File: src/rtl/pwm_deadtime_gen_if.sv
// rtl/pwm_deadtime_gen_if.sv - register-bank to PWM generator signal bundle
interface pwm_deadtime_gen_if #(
    parameter int CNT_W = 16
);
    logic [CNT_W-1:0] carrier;
    logic [CNT_W-1:0] modulation;
    logic [CNT_W-1:0] dead_time;
    logic [15:0]      mode;
    logic             pwm_h;
    logic             pwm_l;
    logic             period_tick;
    logic [CNT_W-1:0] counter;

    modport master (
        output carrier, modulation, dead_time, mode,
        input  pwm_h, pwm_l, period_tick, counter
    );

    modport slave (
        input  carrier, modulation, dead_time, mode,
        output pwm_h, pwm_l, period_tick, counter
    );
endinterface

File: src/rtl/pwm_deadtime_gen.sv
// rtl/pwm_deadtime_gen.sv - complementary PWM generator with dead-time insertion
module pwm_deadtime_gen #(
    parameter int CNT_W = 16
) (
    input  logic              clk,
    input  logic              rst,
    pwm_deadtime_gen_if.slave bus
);
    typedef enum logic [2:0] {IDLE, H_ON, DT_HL, L_ON, DT_LH} state_t;

    localparam logic [CNT_W-1:0] ONE = CNT_W'(1);
    localparam logic [CNT_W-1:0] TWO = CNT_W'(2);

    logic en, center, inv, brake, mode_unused;
    assign en          = bus.mode[0];
    assign center      = bus.mode[1];
    assign inv         = bus.mode[2];
    assign brake       = bus.mode[3];
    assign mode_unused = ^bus.mode[15:4];

    logic [CNT_W-1:0] counter_q, counter_d;
    logic             down_q, down_d;
    logic [CNT_W-1:0] car_sh_q, mod_sh_q, dt_sh_q;
    logic             center_sh_q;
    logic             ref_q;
    state_t           state_q, state_d;
    logic [CNT_W-1:0] dt_cnt_q, dt_cnt_d;
    logic             pwm_h_q, pwm_l_q, tick_q;
    logic             load_sh;
    logic [CNT_W-1:0] car_in;

    assign car_in = (bus.carrier < TWO) ? TWO : bus.carrier;

    // Counter; load_sh marks the edge where the counter returns to 0.
    always_comb begin
        counter_d = counter_q;
        down_d    = down_q;
        load_sh   = 1'b0;
        if (!en) begin
            counter_d = '0;
            down_d    = 1'b0;
            load_sh   = 1'b1;
        end else if (!center_sh_q) begin
            if (counter_q >= car_sh_q - ONE) begin
                counter_d = '0;
                load_sh   = 1'b1;
            end else begin
                counter_d = counter_q + ONE;
            end
        end else if (!down_q) begin
            if (counter_q >= car_sh_q) begin
                counter_d = counter_q - ONE;
                down_d    = 1'b1;
            end else begin
                counter_d = counter_q + ONE;
            end
        end else if (counter_q <= ONE) begin
            counter_d = '0;
            down_d    = 1'b0;
            load_sh   = 1'b1;
        end else begin
            counter_d = counter_q - ONE;
        end
    end

    // Dead-time FSM: a DT state falls back to the side it left if ref returns.
    always_comb begin
        state_d  = state_q;
        dt_cnt_d = dt_cnt_q;
        if (!en || brake) begin
            state_d = IDLE;
        end else begin
            case (state_q)
                IDLE: begin
                    state_d  = ref_q ? DT_LH : DT_HL;
                    dt_cnt_d = dt_sh_q;
                end
                H_ON: if (!ref_q) begin
                    if (dt_sh_q == '0) begin
                        state_d = L_ON;
                    end else begin
                        state_d  = DT_HL;
                        dt_cnt_d = dt_sh_q - ONE;
                    end
                end
                DT_HL: begin
                    if (ref_q)                 state_d  = H_ON;
                    else if (dt_cnt_q == '0)   state_d  = L_ON;
                    else                       dt_cnt_d = dt_cnt_q - ONE;
                end
                L_ON: if (ref_q) begin
                    if (dt_sh_q == '0) begin
                        state_d = H_ON;
                    end else begin
                        state_d  = DT_LH;
                        dt_cnt_d = dt_sh_q - ONE;
                    end
                end
                DT_LH: begin
                    if (!ref_q)                state_d  = L_ON;
                    else if (dt_cnt_q == '0)   state_d  = H_ON;
                    else                       dt_cnt_d = dt_cnt_q - ONE;
                end
                default: state_d = IDLE;
            endcase
        end
    end

    always_ff @(posedge clk) begin
        if (rst) begin
            counter_q   <= '0;
            down_q      <= 1'b0;
            car_sh_q    <= TWO;
            mod_sh_q    <= '0;
            dt_sh_q     <= '0;
            center_sh_q <= 1'b0;
            ref_q       <= 1'b0;
            state_q     <= IDLE;
            dt_cnt_q    <= '0;
            pwm_h_q     <= 1'b0;
            pwm_l_q     <= 1'b0;
            tick_q      <= 1'b0;
        end else begin
            counter_q <= counter_d;
            down_q    <= down_d;
            if (load_sh) begin
                car_sh_q    <= car_in;
                mod_sh_q    <= bus.modulation;
                dt_sh_q     <= bus.dead_time;
                center_sh_q <= center;
            end
            ref_q    <= (counter_q < mod_sh_q);
            state_q  <= state_d;
            dt_cnt_q <= dt_cnt_d;
            pwm_h_q  <= (state_d == H_ON) ^ inv;
            pwm_l_q  <= (state_d == L_ON) ^ inv;
            tick_q   <= en && (counter_d == '0);
        end
    end

    assign bus.pwm_h       = pwm_h_q;
    assign bus.pwm_l       = pwm_l_q;
    assign bus.period_tick = tick_q;
    assign bus.counter     = counter_q;
endmodule

File: src/flat_wrapper.sv
// flat-port wrapper written by rule: the top's interface ports become plain ports
module pwm_deadtime_gen_flat 
#(
    parameter int CNT_W = 16
)
  (clk, rst, bus_carrier, bus_modulation, bus_dead_time, bus_mode, bus_pwm_h, bus_pwm_l, bus_period_tick, bus_counter);
  pwm_deadtime_gen_if #(.CNT_W(CNT_W)) bus_i ();
  input  logic clk;
  input  logic rst;
  input wire logic [$bits(bus_i.carrier)-1:0] bus_carrier;
  input wire logic [$bits(bus_i.modulation)-1:0] bus_modulation;
  input wire logic [$bits(bus_i.dead_time)-1:0] bus_dead_time;
  input wire logic [$bits(bus_i.mode)-1:0] bus_mode;
  output wire logic [$bits(bus_i.pwm_h)-1:0] bus_pwm_h;
  output wire logic [$bits(bus_i.pwm_l)-1:0] bus_pwm_l;
  output wire logic [$bits(bus_i.period_tick)-1:0] bus_period_tick;
  output wire logic [$bits(bus_i.counter)-1:0] bus_counter;
  assign bus_i.carrier = bus_carrier;
  assign bus_i.modulation = bus_modulation;
  assign bus_i.dead_time = bus_dead_time;
  assign bus_i.mode = bus_mode;
  assign bus_pwm_h = bus_i.pwm_h;
  assign bus_pwm_l = bus_i.pwm_l;
  assign bus_period_tick = bus_i.period_tick;
  assign bus_counter = bus_i.counter;
  pwm_deadtime_gen #(.CNT_W(CNT_W)) u_core (.clk(clk), .rst(rst), .bus(bus_i));
endmodule
File: config.mk
export PLATFORM = sky130hd
export DESIGN_NAME = pwm_deadtime_gen_flat
export DESIGN_NICKNAME = d
export VERILOG_FILES = /design/src/rtl/pwm_deadtime_gen_if.sv /design/src/rtl/pwm_deadtime_gen.sv /design/src/flat_wrapper.sv
export SDC_FILE = /design/constraint.sdc
export NUM_CORES = 1
export LEC_CHECK = 0
export BUFFER_PORTS_ARGS = -buffer_cell sky130_fd_sc_hd__clkbuf_2
export CORE_ASPECT_RATIO = 0.7
export CORE_MARGIN = 2
export CORE_UTILIZATION = 35
export DETAILED_ROUTE_END_ITERATION = 10
export GPL_TIMING_DRIVEN = 0
export PLACE_DENSITY_LB_ADDON = 0.2
export REMOVE_ABC_BUFFERS = 1
export SYNTH_ARGS = -nofsm -noshare
export SYNTH_HDL_FRONTEND = slang
export SYNTH_SLANG_ARGS = --single-unit
File: constraint.sdc
create_clock -name clk -period 3.81 [get_ports clk]
set_clock_uncertainty 0.1 [all_clocks]
set_input_delay 0.9525 -clock clk [delete_from_list [all_inputs] [get_ports clk]]
set_output_delay 0.9525 -clock clk [all_outputs]
set_load 0.02 [all_outputs]
==> key figures, run 1 <==
Power and ir drop
  • Total power: 2780 uW
  • Power Density: 330 nW/um2
  • P_leak: 0.00354 uW
  • Clk pwr share: 35.4%
  • Max VDD drop: 0.198 mV
  • Reg power frac: 38.4%
  • Switch Pwr: 902 uW
  • Combinational share of power: 26.3%
  • Cell Int Power: 1880 uW
  • Net Sw Frac: 32.4%

Clock tree
  • Clock insertion delay at the later pin of the skew report: 360 ps
  • Max clock buf depth: 2
  • Root Buffer: clkbuf_16
  • Cts bufs inserted: 9
  • Clk sink count: 89
  • CTS tree: done
  • CTS clk-pin slew, worst paths: 70 ps
  • Hold_buf cts: 0
  • H-tree levels: 3

Floorplanning
  • Die Y-Extent: 117 um
  • Starting Density: 35.5%
  • Core Region: 17900 um2
  • Row cnt: 41
  • I/O pin total: 85
  • Die area: 19300 um2
  • Die width: 165 um

Routing
  • Vias/cell: 5.55
  • Routed len/inst: 18.0 um
  • DRT Wirelength: 21600 um
  • Pre-antenna DRT Iters: 6
  • DRC: 0
  • Post-DRT Antenna Nets: 0
  • DR vias: 6663
  • Detailed Route Iter0 Violations: 771

Logic synthesis
  • Top-count cell post-synth: nand2_1
  • Ys flop type: dfxtp_1
  • Unique masters post-synth: 62
  • Largest family of logic cells by synthesized area: simple AND/OR/NAND/NOR gates
  • XOR/XNOR Fraction of Synth Area: 3.43%
  • Multiplexer share of the synthesized area: 0.946%
  • Adder-Cell Fraction of Synth Area: 10.2%
  • #FFs+latches synth: 89
  • Post-synth top area cell: dfxtp_1
  • Post-synthesis compound-gate area fraction: 24.2%
  • Async SR Flop Fraction: 0%
  • Mapped Cells: 885
  • Register area share after synthesis: 28.1%
  • Post-synth top cells: nand2_1, dfxtp_1, a21oi_1, nor2_1, ha_1
  • EDFF count, synth: 0
  • Synthesized area per cell: 7.18 um2
  • Main area contributors after synthesis: dfxtp_1, ha_1, nand2_1
  • Synth warnings: 0
  • Area fraction of the dominant cell type after synthesis: 28.1%
  • Simple logic cell fraction of the synthesized area: 27.5%
  • Netlist Area Pre-Place: 6350 um2

Setup path
  • Crit Path Class: reg -> reg
  • Delay-heaviest family, CP: simple AND/OR/NAND/NOR gates
  • CP Max Fanout: 8
  • Buf+Inv Stages, Crit Path: 5
  • Critical Path RT: 4000 ps
  • Startpoint Class: register
  • Critical-path cell list: inv_4 > ha_4 > nand3_4 > nor3_4 > nand2_2 > or4_4 > nor3_2 > xnor2_1 > ha_1 > buf_4 > o21a_1 > a21oi_2 > nor2_2 > nor3_4 > nor2_2 > and3b_4 > buf_12 > buf_12 > buf_16 > nand2_1 > a21oi_1
  • Max stage delay cell, worst path: or4_4
  • Crit path capture type: register
  • Data arrival time of the worst path: 4160 ps
  • Critical Path Max Stage Delay: 470 ps

Hold path
  • Hold Path Class: reg -> reg

STA
  • Worst slew pin tran: 1160 ps
  • Worst hold margin: 354 ps
  • Slew headroom: 22.6%
  • Post-route setup slack: -157 ps
  • RSZ-0062 raised after global routing: yes
  • Final number of hold-violating endpoints: 0
  • Min Tclk post-route: 3970 ps
  • Final Max Slew Viols: 0
  • Period utilization: 104%
  • Final setup viols: 49
  • Maximum clock rate: 0.252 GHz

Global route
  • Global-route wire length before repair: 32100 um
  • Grt met1 use: 35.3%
  • Number of global-route vias before repair: 5696
  • GRT overflow: 0
  • Pin count of the biggest net entering global routing: 76
  • Initial antenna violation count: 0
  • Met3 Use GR: 5.04%
  • Grt met2 use: 27.5%
  • GRT Total Usage: 21.7%
  • Gr busiest metal: met1

Cells and area
  • Utilization after layout: 47.1%
  • Diodes inserted: 0
  • Final instance area: 8430 um2
  • Fin nets: 1078
  • Fillers: 1759
  • Non-filler cells, final: 1200
  • Area Overhead vs Synth: 32.8%
  • Layout cell share with drive strength beyond 1: 26.9%

Placement
  • Dpl cell area: 6940 um2
  • Post-detail-place hpwl: 13800 um
  • Placed insts: 1151
  • GP Congestion: 0.866
  • Port bufs: 72

Outcome
  • Failing checks: negative setup slack
  • Status: complete, but fails checks

Flow run
  • Max Cap Viol: 0
## metal layers
metal	vias up	part of all wire, %
li1	3312	-
met1	3109	54
met4	0	0.98
met2	225	38
met3	17	6.9
met5	-	0
## layout make-up
| type | count | area (um2) | area share [%] |
|---|---|---|---|
| multi-input cells | 705 | 4870 | 57.7 |
| inverters | 43 | 166 | 1.97 |
| clock buffers | 10 | 229 | 2.71 |
| well taps | 236 | 295 | 3.50 |
| clock inverters | 5 | 81.3 | 0.964 |
| flip-flops and latches | 89 | 1790 | 21.2 |
| repair buffers | 112 | 1000 | 11.9 |
## power groups by stage
| stage | logic (uW) | registers (uW) | clock network, uW |
|---|---|---|---|
| after global routing | 801 | 1080 | 1040 |
| after CTS | 628 | 1060 | 1010 |
| after floorplan | 365 | 1050 | 0 |
| after detailed placement | 536 | 1070 | 0 |
| after global placement | 519 | 1070 | 0 |
| final | 731 | 1070 | 983 |
## tightest hold or removal path, cell delays in order, from the launching register on
cell     delay [ps]
dfxtp_1         310
nand2_1          50
a21oi_1          50
## through the flow
stage,TNS [ps],worst slack (ps)
2_1_floorplan,-52410,-1100
3_3_place_gp,-180570,-3450
3_5_place_dp,-38840,-885
6_report,-4360,-157
4_1_cts,-2740,-145
5_1_grt,-14100,-359
## state kept, by name, summed over array words and instances (netlist names)
| name | cells |
|---|---|
| u_core.bus.pwm_h | 1 |
| u_core.down_q | 1 |
| u_core.state_q | 3 |
| u_core.car_sh_q | 16 |
| u_core.dt_cnt_q | 16 |
| u_core.mod_sh_q | 16 |
| u_core.center_sh_q | 1 |
| u_core.ref_q | 1 |
| u_core.bus.counter | 16 |
| u_core.bus.period_tick | 1 |
| u_core.bus.pwm_l | 1 |
| u_core.dt_sh_q | 16 |
## cells by family (layout without fill, tap and decap cells)
family | after synthesis | in the layout
buffers and inverters | 93 | 170
DFF | 89 | 89
muxes | 6 | 6
adders and majority gates | 52 | 52
and+or+nand+nor | 378 | 380
AOI/OAI and AO/OA | 243 | 243
xor gates and xnor gates | 24 | 24
## cells in the final DEF (no fill, tap or decap), drive strengths merged, types with 8 or more instances in the layout
cell / count
a211oi: 26
a21o: 13
a21oi: 88
a31oi: 9
and3: 8
buf: 35
clkbuf: 87
dfxtp: 89
ha: 52
inv: 42
nand2: 166
nand2b: 10
nand3: 21
nand4: 14
nor2: 71
nor3: 36
nor4: 14
o21ai: 47
xnor2: 18
## timing repair
item	CTS	global route
gates cloned	5	7
pin swaps	14	50
setup endpoints to repair	67	67
buffers inserted	18	10
gates resized for setup	57	139
## path summary, 6_finish.rpt
path,startpoint,endpoint,slack [ps],depth (start not counted)
setup / recovery,u_core.car_sh_q[0],u_core.mod_sh_q[4],-160,21
hold / removal,u_core.mod_sh_q[4],u_core.mod_sh_q[4],350,2
setup reg to reg,u_core.car_sh_q[0],u_core.mod_sh_q[4],-160,21
hold reg to reg,u_core.mod_sh_q[4],u_core.mod_sh_q[4],350,2
(Power assumes the default switching activity.)
==> run 2, diff against run 1 <==
--- a/config.mk
+++ b/config.mk
@@ -13,6 +13,7 @@
 export GPL_TIMING_DRIVEN = 0
 export PLACE_DENSITY_LB_ADDON = 0.2
 export REMOVE_ABC_BUFFERS = 1
+export SKIP_CTS_REPAIR_TIMING = 1
 export SYNTH_ARGS = -nofsm -noshare
 export SYNTH_HDL_FRONTEND = slang
 export SYNTH_SLANG_ARGS = --single-unit
==> run 2 against run 1 <==
Effect of this change: the flow still finishes with violations (negative setup slack); maximum frequency down 4.1%; total power decreased by 1.6%; core utilization decreased by 1.4 points; final area is 2.9% lower; via count shrank 0.84%; sequential cell count is the same; largest cell class unchanged.
==> key figures, run 2 (same netlist as run 1, synthesis figures left out) <==
Routing
  • Vias/cell: 5.51 (was 5.55)
  • Pre-antenna DRT Iters: 5 (was 6)
  • Post-DRT Antenna Nets: 0 (unchanged)
  • Routed len/inst: 17.8 um (was 18.0 um)
  • DRC: 0 (unchanged)
  • DRT Wirelength: 21300 um (was 21600 um)
  • Detailed Route Iter0 Violations: 528 (was 771)
  • DR vias: 6607 (was 6663)

Outcome
  • Failing checks: negative setup slack (unchanged)
  • Status: complete, but fails checks (unchanged)

Cells and area
  • Layout cell share with drive strength beyond 1: 23.1% (was 26.9%)
  • Diodes inserted: 0 (unchanged)
  • Register area: 1790 um2 (unchanged)
  • Multi-input gate area: 4730 um2 (was 4870 um2)
  • Area Overhead vs Synth: 29.0% (was 32.8%)
  • Fin nets: 1078 (unchanged)
  • Utilization after layout: 45.7% (was 47.1%)
  • Non-filler cells, final: 1200 (unchanged)
  • Commonest non-fill, non-tap cells in the layout: nand2_1, dfxtp_1, clkbuf_2 (unchanged)
  • Most common cell after layout, fill and taps aside: nand2_1 (unchanged)
  • Fillers: 1795 (was 1759)

Floorplanning
  • Die area: 19300 um2 (unchanged)
  • Die width: 165 um (unchanged)
  • Row cnt: 41 (unchanged)
  • I/O pin total: 85 (unchanged)
  • Starting Density: 35.5% (unchanged)
  • Die Y-Extent: 117 um (unchanged)
  • Core Region: 17900 um2 (unchanged)

Setup path
  • Critical-path cell list: inv_4 > ha_4 > nand3_4 > nor3_4 > nand2_2 > or4_4 > nor3_2 > xnor2_1 > ha_1 > nand2_2 > a2111oi_4 > o21ai_2 > a31oi_4 > o41ai_4 > buf_4 > a221oi_2 > a31oi_2 > nand3b_1 > and4b_1 (was inv_4 > ha_4 > nand3_4 > nor3_4 > nand2_2 > or4_4 > nor3_2 > xnor2_1 > ha_1 > buf_4 > o21a_1 > a21oi_2 > nor2_2 > nor3_4 > nor2_2 > and3b_4 > buf_12 > buf_12 > buf_16 > nand2_1 > a21oi_1)
  • Delay-heaviest family, CP: simple AND/OR/NAND/NOR gates (unchanged)
  • Startpoint Class: register (unchanged)
  • Crit path capture type: register (unchanged)
  • Critical Path Max Stage Delay: 540 ps (was 470 ps)
  • Crit path from: u_core.car_sh_q[1] (was u_core.car_sh_q[0])
  • R2r setup slk: -330 ps (was -160 ps)
  • Crit Path Class: reg -> reg (unchanged)
  • CP Max Fanout: 6 (was 8)
  • Data arrival time of the worst path: 4340 ps (was 4160 ps)
  • Max stage delay cell, worst path: or4_4 (unchanged)
  • FF-to-FF Start: u_core.car_sh_q[1] (was u_core.car_sh_q[0])
  • Critical Path RT: 4020 ps (was 4000 ps)
  • Critical path's most frequent cell: nand2_2
  • Buf+Inv Stages, Crit Path: 2 (was 5)

STA
  • Worst slew pin tran: 1140 ps (was 1160 ps)
  • Min Tclk post-route: 4140 ps (was 3970 ps)
  • Period utilization: 109% (was 104%)
  • Final number of hold-violating endpoints: 0 (unchanged)
  • RSZ-0062 raised after global routing: yes (unchanged)
  • Worst hold margin: 351 ps (was 354 ps)
  • Final Max Slew Viols: 0 (unchanged)
  • Post-route setup slack: -325 ps (was -157 ps)
  • Final setup viols: 57 (was 49)
  • Slew headroom: 23.4% (was 22.6%)
  • Maximum clock rate: 0.242 GHz (was 0.252 GHz)

Power and ir drop
  • P_leak: 0.00339 uW (was 0.00354 uW)
  • Power Density: 334 nW/um2 (was 330 nW/um2)
  • Max VDD drop: 0.206 mV (was 0.198 mV)

Placement
  • Placed insts: 1151 (unchanged)
  • Post-detail-place hpwl: 13800 um (unchanged)
  • Port bufs: 72 (unchanged)
  • GP Congestion: 0.866 (unchanged)

Global route
  • Global-route wire length before repair: 30500 um (was 32100 um)
  • Number of global-route vias before repair: 5480 (was 5696)
  • Initial antenna violation count: 0 (unchanged)
  • GRT overflow: 0 (unchanged)
  • GRT Total Usage: 20.5% (was 21.7%)
  • Pin count of the biggest net entering global routing: 76 (unchanged)

Clock tree
  • Max clock buf depth: 2 (unchanged)
  • Cts bufs inserted: 9 (unchanged)
  • CTS tree: done (unchanged)
  • H-tree levels: 3 (unchanged)
  • Clock insertion delay at the later pin of the skew report: 360 ps (about the same)
  • CTS clk-pin slew, worst paths: 70 ps (about the same)
  • Clk sink count: 89 (unchanged)
  • Root Buffer: clkbuf_16 (unchanged)

Hold path
  • Hold Crit Start: u_core.mod_sh_q[4] (unchanged)
  • Hold Path Class: reg -> reg (unchanged)

Flow run
  • Max Cap Viol: 0 (unchanged)
-- run 2: changes by cell type in the layout (fill, tap and decap cells not counted), moves of 3 or more --
| cell | delta |
|---|---|
| nand2_1 | +23 |
| a21oi_1 | +15 |
| a21oi_2 | -15 |
| nand2_4 | -14 |
| nand2_2 | -9 |
| buf_12 | -4 |
| buf_16 | -4 |
| buf_6 | +3 |
-- run 2: layout make-up --
class	count	share of cell area [%]
Multi-Input combinational cell	706	57.7
Sequential cell	89	21.9
Tap cell	236	3.61
Clock buffer	10	2.80
Clock inverter	5	0.993
Timing Repair Buffer	111	11.0
Inverter	43	2.03
-- run 2: where the power goes --
| part | total [uW] | internal (uW) | leakage, uW | switching (uW) |
|---|---|---|---|---|
| clock network | 983 | 572 | 0.000149 | 411 |
| logic | 690 | 304 | 0.00251 | 386 |
| registers | 1060 | 982 | 0.000732 | 81.4 |
| total | 2740 | 1860 | 0.00339 | 878 |
-- run 2: final timing paths --
check,end,depth (start not counted)
min,u_core.mod_sh_q[4],2
max,u_core.bus.period_tick,19
max reg2reg,u_core.bus.period_tick,19
min reg2reg,u_core.mod_sh_q[4],2
-- run 2: per-layer routing --
layer	global-route usage, %	vias to the layer above	share of wire [%]
met5	0	-	0
li1	-	3318	-
met4	4.23	0	1.1
met3	4.37	18	7.0
met1	34.1	3028	54
met2	25.6	243	38
-- run 2: stage by stage --
stage | TNS (ps) | total power (uW) | area (um2) | worst slack (ps)
floorplan | -52410 | 1420 | 6150 | -1100
global placement | -180570 | 1590 | 6810 | -3450
detailed placement | -38840 | 1610 | 6940 | -885
CTS | -40190 | 2600 | 7250 | -910
global route | -22550 | 2870 | 8190 | -500
finish | -12660 | 2740 | 8190 | -325
-- run 2: worst reg2reg max path: cells and delay by family (launching register included) --
family	cells	cell delay, ps
and+or+nand+nor	8	1720
xor gates and xnor gates	1	110
AOI/OAI and AO/OA	6	1050
adders and majority gates	2	470
buffers and inverters	2	270
DFF	1	370
==> run 3, diff against run 2 <==
--- a/config.mk
+++ b/config.mk
@@ -17,3 +17,4 @@
 export SYNTH_ARGS = -nofsm -noshare
 export SYNTH_HDL_FRONTEND = slang
 export SYNTH_SLANG_ARGS = --single-unit
+export TNS_END_PERCENT = 10
==> run 3 against run 2 <==
Effect of this change: the run still ends with negative setup slack left; global-route usage unchanged; clock-buffer cell count unchanged; core utilization fell by 3.4 points; sequential share of layout area up 1.7 points; cell count decreased by 1.8%; hold slack worse by 0.70 ps; critical path type unchanged; die area unchanged.
==> key figures, run 3 (same netlist as run 1, synthesis figures left out) <==
Cells and area
  • Final instance area: 7590 um2 (was 8190 um2)
  • Commonest non-fill, non-tap cells in the layout: nand2_1, a21oi_1, dfxtp_1 (was nand2_1, dfxtp_1, clkbuf_2)
  • Area Overhead vs Synth: 19.5% (was 29.0%)
  • Most common cell after layout, fill and taps aside: nand2_1 (unchanged)
  • Multi-input gate area: 4430 um2 (was 4730 um2)
  • Diodes inserted: 0 (unchanged)
  • Fin nets: 1056 (was 1078)
  • Register area: 1790 um2 (about the same)
  • Layout cell share with drive strength beyond 1: 16.3% (was 23.1%)
  • Fillers: 1836 (was 1795)

Clock tree
  • Root Buffer: clkbuf_16 (unchanged)
  • Clock insertion delay at the later pin of the skew report: 360 ps (about the same)
  • H-tree levels: 3 (unchanged)
  • Max clock buf depth: 2 (unchanged)
  • Clk sink count: 89 (unchanged)
  • CTS clk-pin slew, worst paths: 70 ps (about the same)
  • Cts bufs inserted: 9 (unchanged)
  • CTS tree: done (unchanged)

Power and ir drop
  • Max VDD drop: 0.206 mV (about the same)
  • Total power: 2630 uW (was 2740 uW)
  • P_leak: 0.00310 uW (was 0.00339 uW)
  • Power Density: 347 nW/um2 (was 334 nW/um2)

Setup path
  • Crit path capture type: register (unchanged)
  • Crit Path Class: reg -> reg (unchanged)
  • Max stage delay cell, worst path: or4_4 (unchanged)
  • Critical Path RT: 4000 ps (was 4020 ps)
  • Startpoint Class: register (unchanged)
  • Crit path from: u_core.car_sh_q[1] (unchanged)
  • FF-to-FF Start: u_core.car_sh_q[1] (unchanged)
  • Critical Path Max Stage Delay: 540 ps (about the same)
  • CP Max Fanout: 7 (was 6)
  • Critical-path cell list: inv_2 > ha_4 > nand3_4 > nor3_4 > nand2_2 > or4_4 > nor3_2 > xnor2_1 > ha_1 > nand2_2 > a2111oi_4 > o21ai_1 > a31oi_2 > nor3_2 > o211ai_1 > buf_4 > buf_8 > buf_8 > nand3b_1 > a21oi_1 (was inv_4 > ha_4 > nand3_4 > nor3_4 > nand2_2 > or4_4 > nor3_2 > xnor2_1 > ha_1 > nand2_2 > a2111oi_4 > o21ai_2 > a31oi_4 > o41ai_4 > buf_4 > a221oi_2 > a31oi_2 > nand3b_1 > and4b_1)
  • Data arrival time of the worst path: 4230 ps (was 4340 ps)

Routing
  • Detailed Route Iter0 Violations: 631 (was 528)
  • DR vias: 6467 (was 6607)
  • Vias/cell: 5.49 (was 5.51)
  • DRC: 0 (unchanged)
  • DRT Wirelength: 19800 um (was 21300 um)
  • Routed len/inst: 16.8 um (was 17.8 um)
  • Post-DRT Antenna Nets: 0 (unchanged)
  • Pre-antenna DRT Iters: 5 (unchanged)

Floorplanning
  • Core Region: 17900 um2 (unchanged)
  • Row cnt: 41 (unchanged)
  • Die area: 19300 um2 (unchanged)
  • I/O pin total: 85 (unchanged)
  • Die width: 165 um (unchanged)
  • Die Y-Extent: 117 um (unchanged)
  • Starting Density: 35.5% (unchanged)

Placement
  • Dpl ws: -885 ps (unchanged)
  • Port bufs: 72 (unchanged)
  • GP Congestion: 0.866 (unchanged)
  • Dpl cell area: 6940 um2 (unchanged)
  • Post-detail-place hpwl: 13800 um (unchanged)

Global route
  • Pin count of the biggest net entering global routing: 76 (unchanged)
  • Number of global-route vias before repair: 5480 (unchanged)
  • GRT overflow: 0 (unchanged)
  • GRT Total Usage: 20.5% (unchanged)
  • Global-route wire length before repair: 30500 um (unchanged)
  • Initial antenna violation count: 0 (unchanged)

Outcome
  • Failing checks: negative setup slack (unchanged)
  • Status: complete, but fails checks (unchanged)

STA
  • Final number of hold-violating endpoints: 0 (unchanged)
  • Min Tclk post-route: 4050 ps (was 4140 ps)
  • RSZ-0062 raised after global routing: yes (unchanged)
  • Post-route setup slack: -236 ps (was -325 ps)
  • Slew headroom: 24.6% (was 23.4%)
  • Period utilization: 106% (was 109%)
  • Maximum clock rate: 0.247 GHz (was 0.242 GHz)
  • Worst slew pin tran: 1130 ps (was 1140 ps)
  • Worst hold margin: 350 ps (was 351 ps)
  • Final setup viols: 53 (was 57)
  • Final Max Slew Viols: 0 (unchanged)

Flow run
  • Max Cap Viol: 0 (unchanged)

Hold path
  • Hold Crit Start: u_core.mod_sh_q[3] (was u_core.mod_sh_q[4])
  • Hold Path Class: reg -> reg (unchanged)
==> run 3: cell types whose count changed in the layout (fill, tap and decap cells not counted), sizes merged <==
cell    change
or2         -1
clkbuf      -5
nand2b      -1
buf        -14
and3b       -1
==> run 3: final timing paths <==
| check | slack [ps] | cells past startpoint | endpoint |
|---|---|---|---|
| setup / recovery | -240 | 20 | u_core.car_sh_q[0] |
| hold / removal | 350 | 2 | u_core.mod_sh_q[3] |
| setup reg to reg | -240 | 20 | u_core.car_sh_q[0] |
| hold reg to reg | 350 | 2 | u_core.mod_sh_q[3] |
==> run 3: worst max-delay path: cells and delay by family (launching register included) <==
family                   cells  cell delay, ps
flip-flops                   1             340
buffers and inverters        4             550
XOR/XNOR                     1             110
AND/OR/NAND/NOR              8            1390
adder cells (fa/ha/maj)      2             480
AO/OA/AOI/OAI                5             990
==> run 3: layer usage <==
layer | track usage (%) | share of wire, %
met4 | 4.23 | 1.1
met5 | 0 | 0
met3 | 4.37 | 7.3
met2 | 25.6 | 37
met1 | 34.1 | 55
==> run 3: stage by stage <==
stage / util [%] / std cells / setup TNS [ps]
after global routing: 42.4 / 1178 / -22170
after detailed placement: 38.8 / 1151 / -38840
after global placement: 38.0 / 1143 / -180570
after CTS: 40.5 / 1166 / -40190
after floorplan: - / 835 / -52410
final: 42.4 / 1178 / -7870
==> run 3: cell type report <==
type                    count  share of cell area (%)
clock inverters             5                    1.07
repair buffers             92                    7.98
well taps                 236                    3.89
multi-input cells         703                    58.3
flip-flops and latches     89                    23.6
inverters                  43                    2.16
clock buffers              10                    3.02
==> run 3: where the power goes <==
| part | switching (uW) | leakage (uW) | internal (uW) |
|---|---|---|---|
| clock network | 409 | 0.000149 | 572 |
| registers | 74.9 | 0.000731 | 982 |
| logic | 343 | 0.00222 | 250 |
| total | 827 | 0.00310 | 1800 |
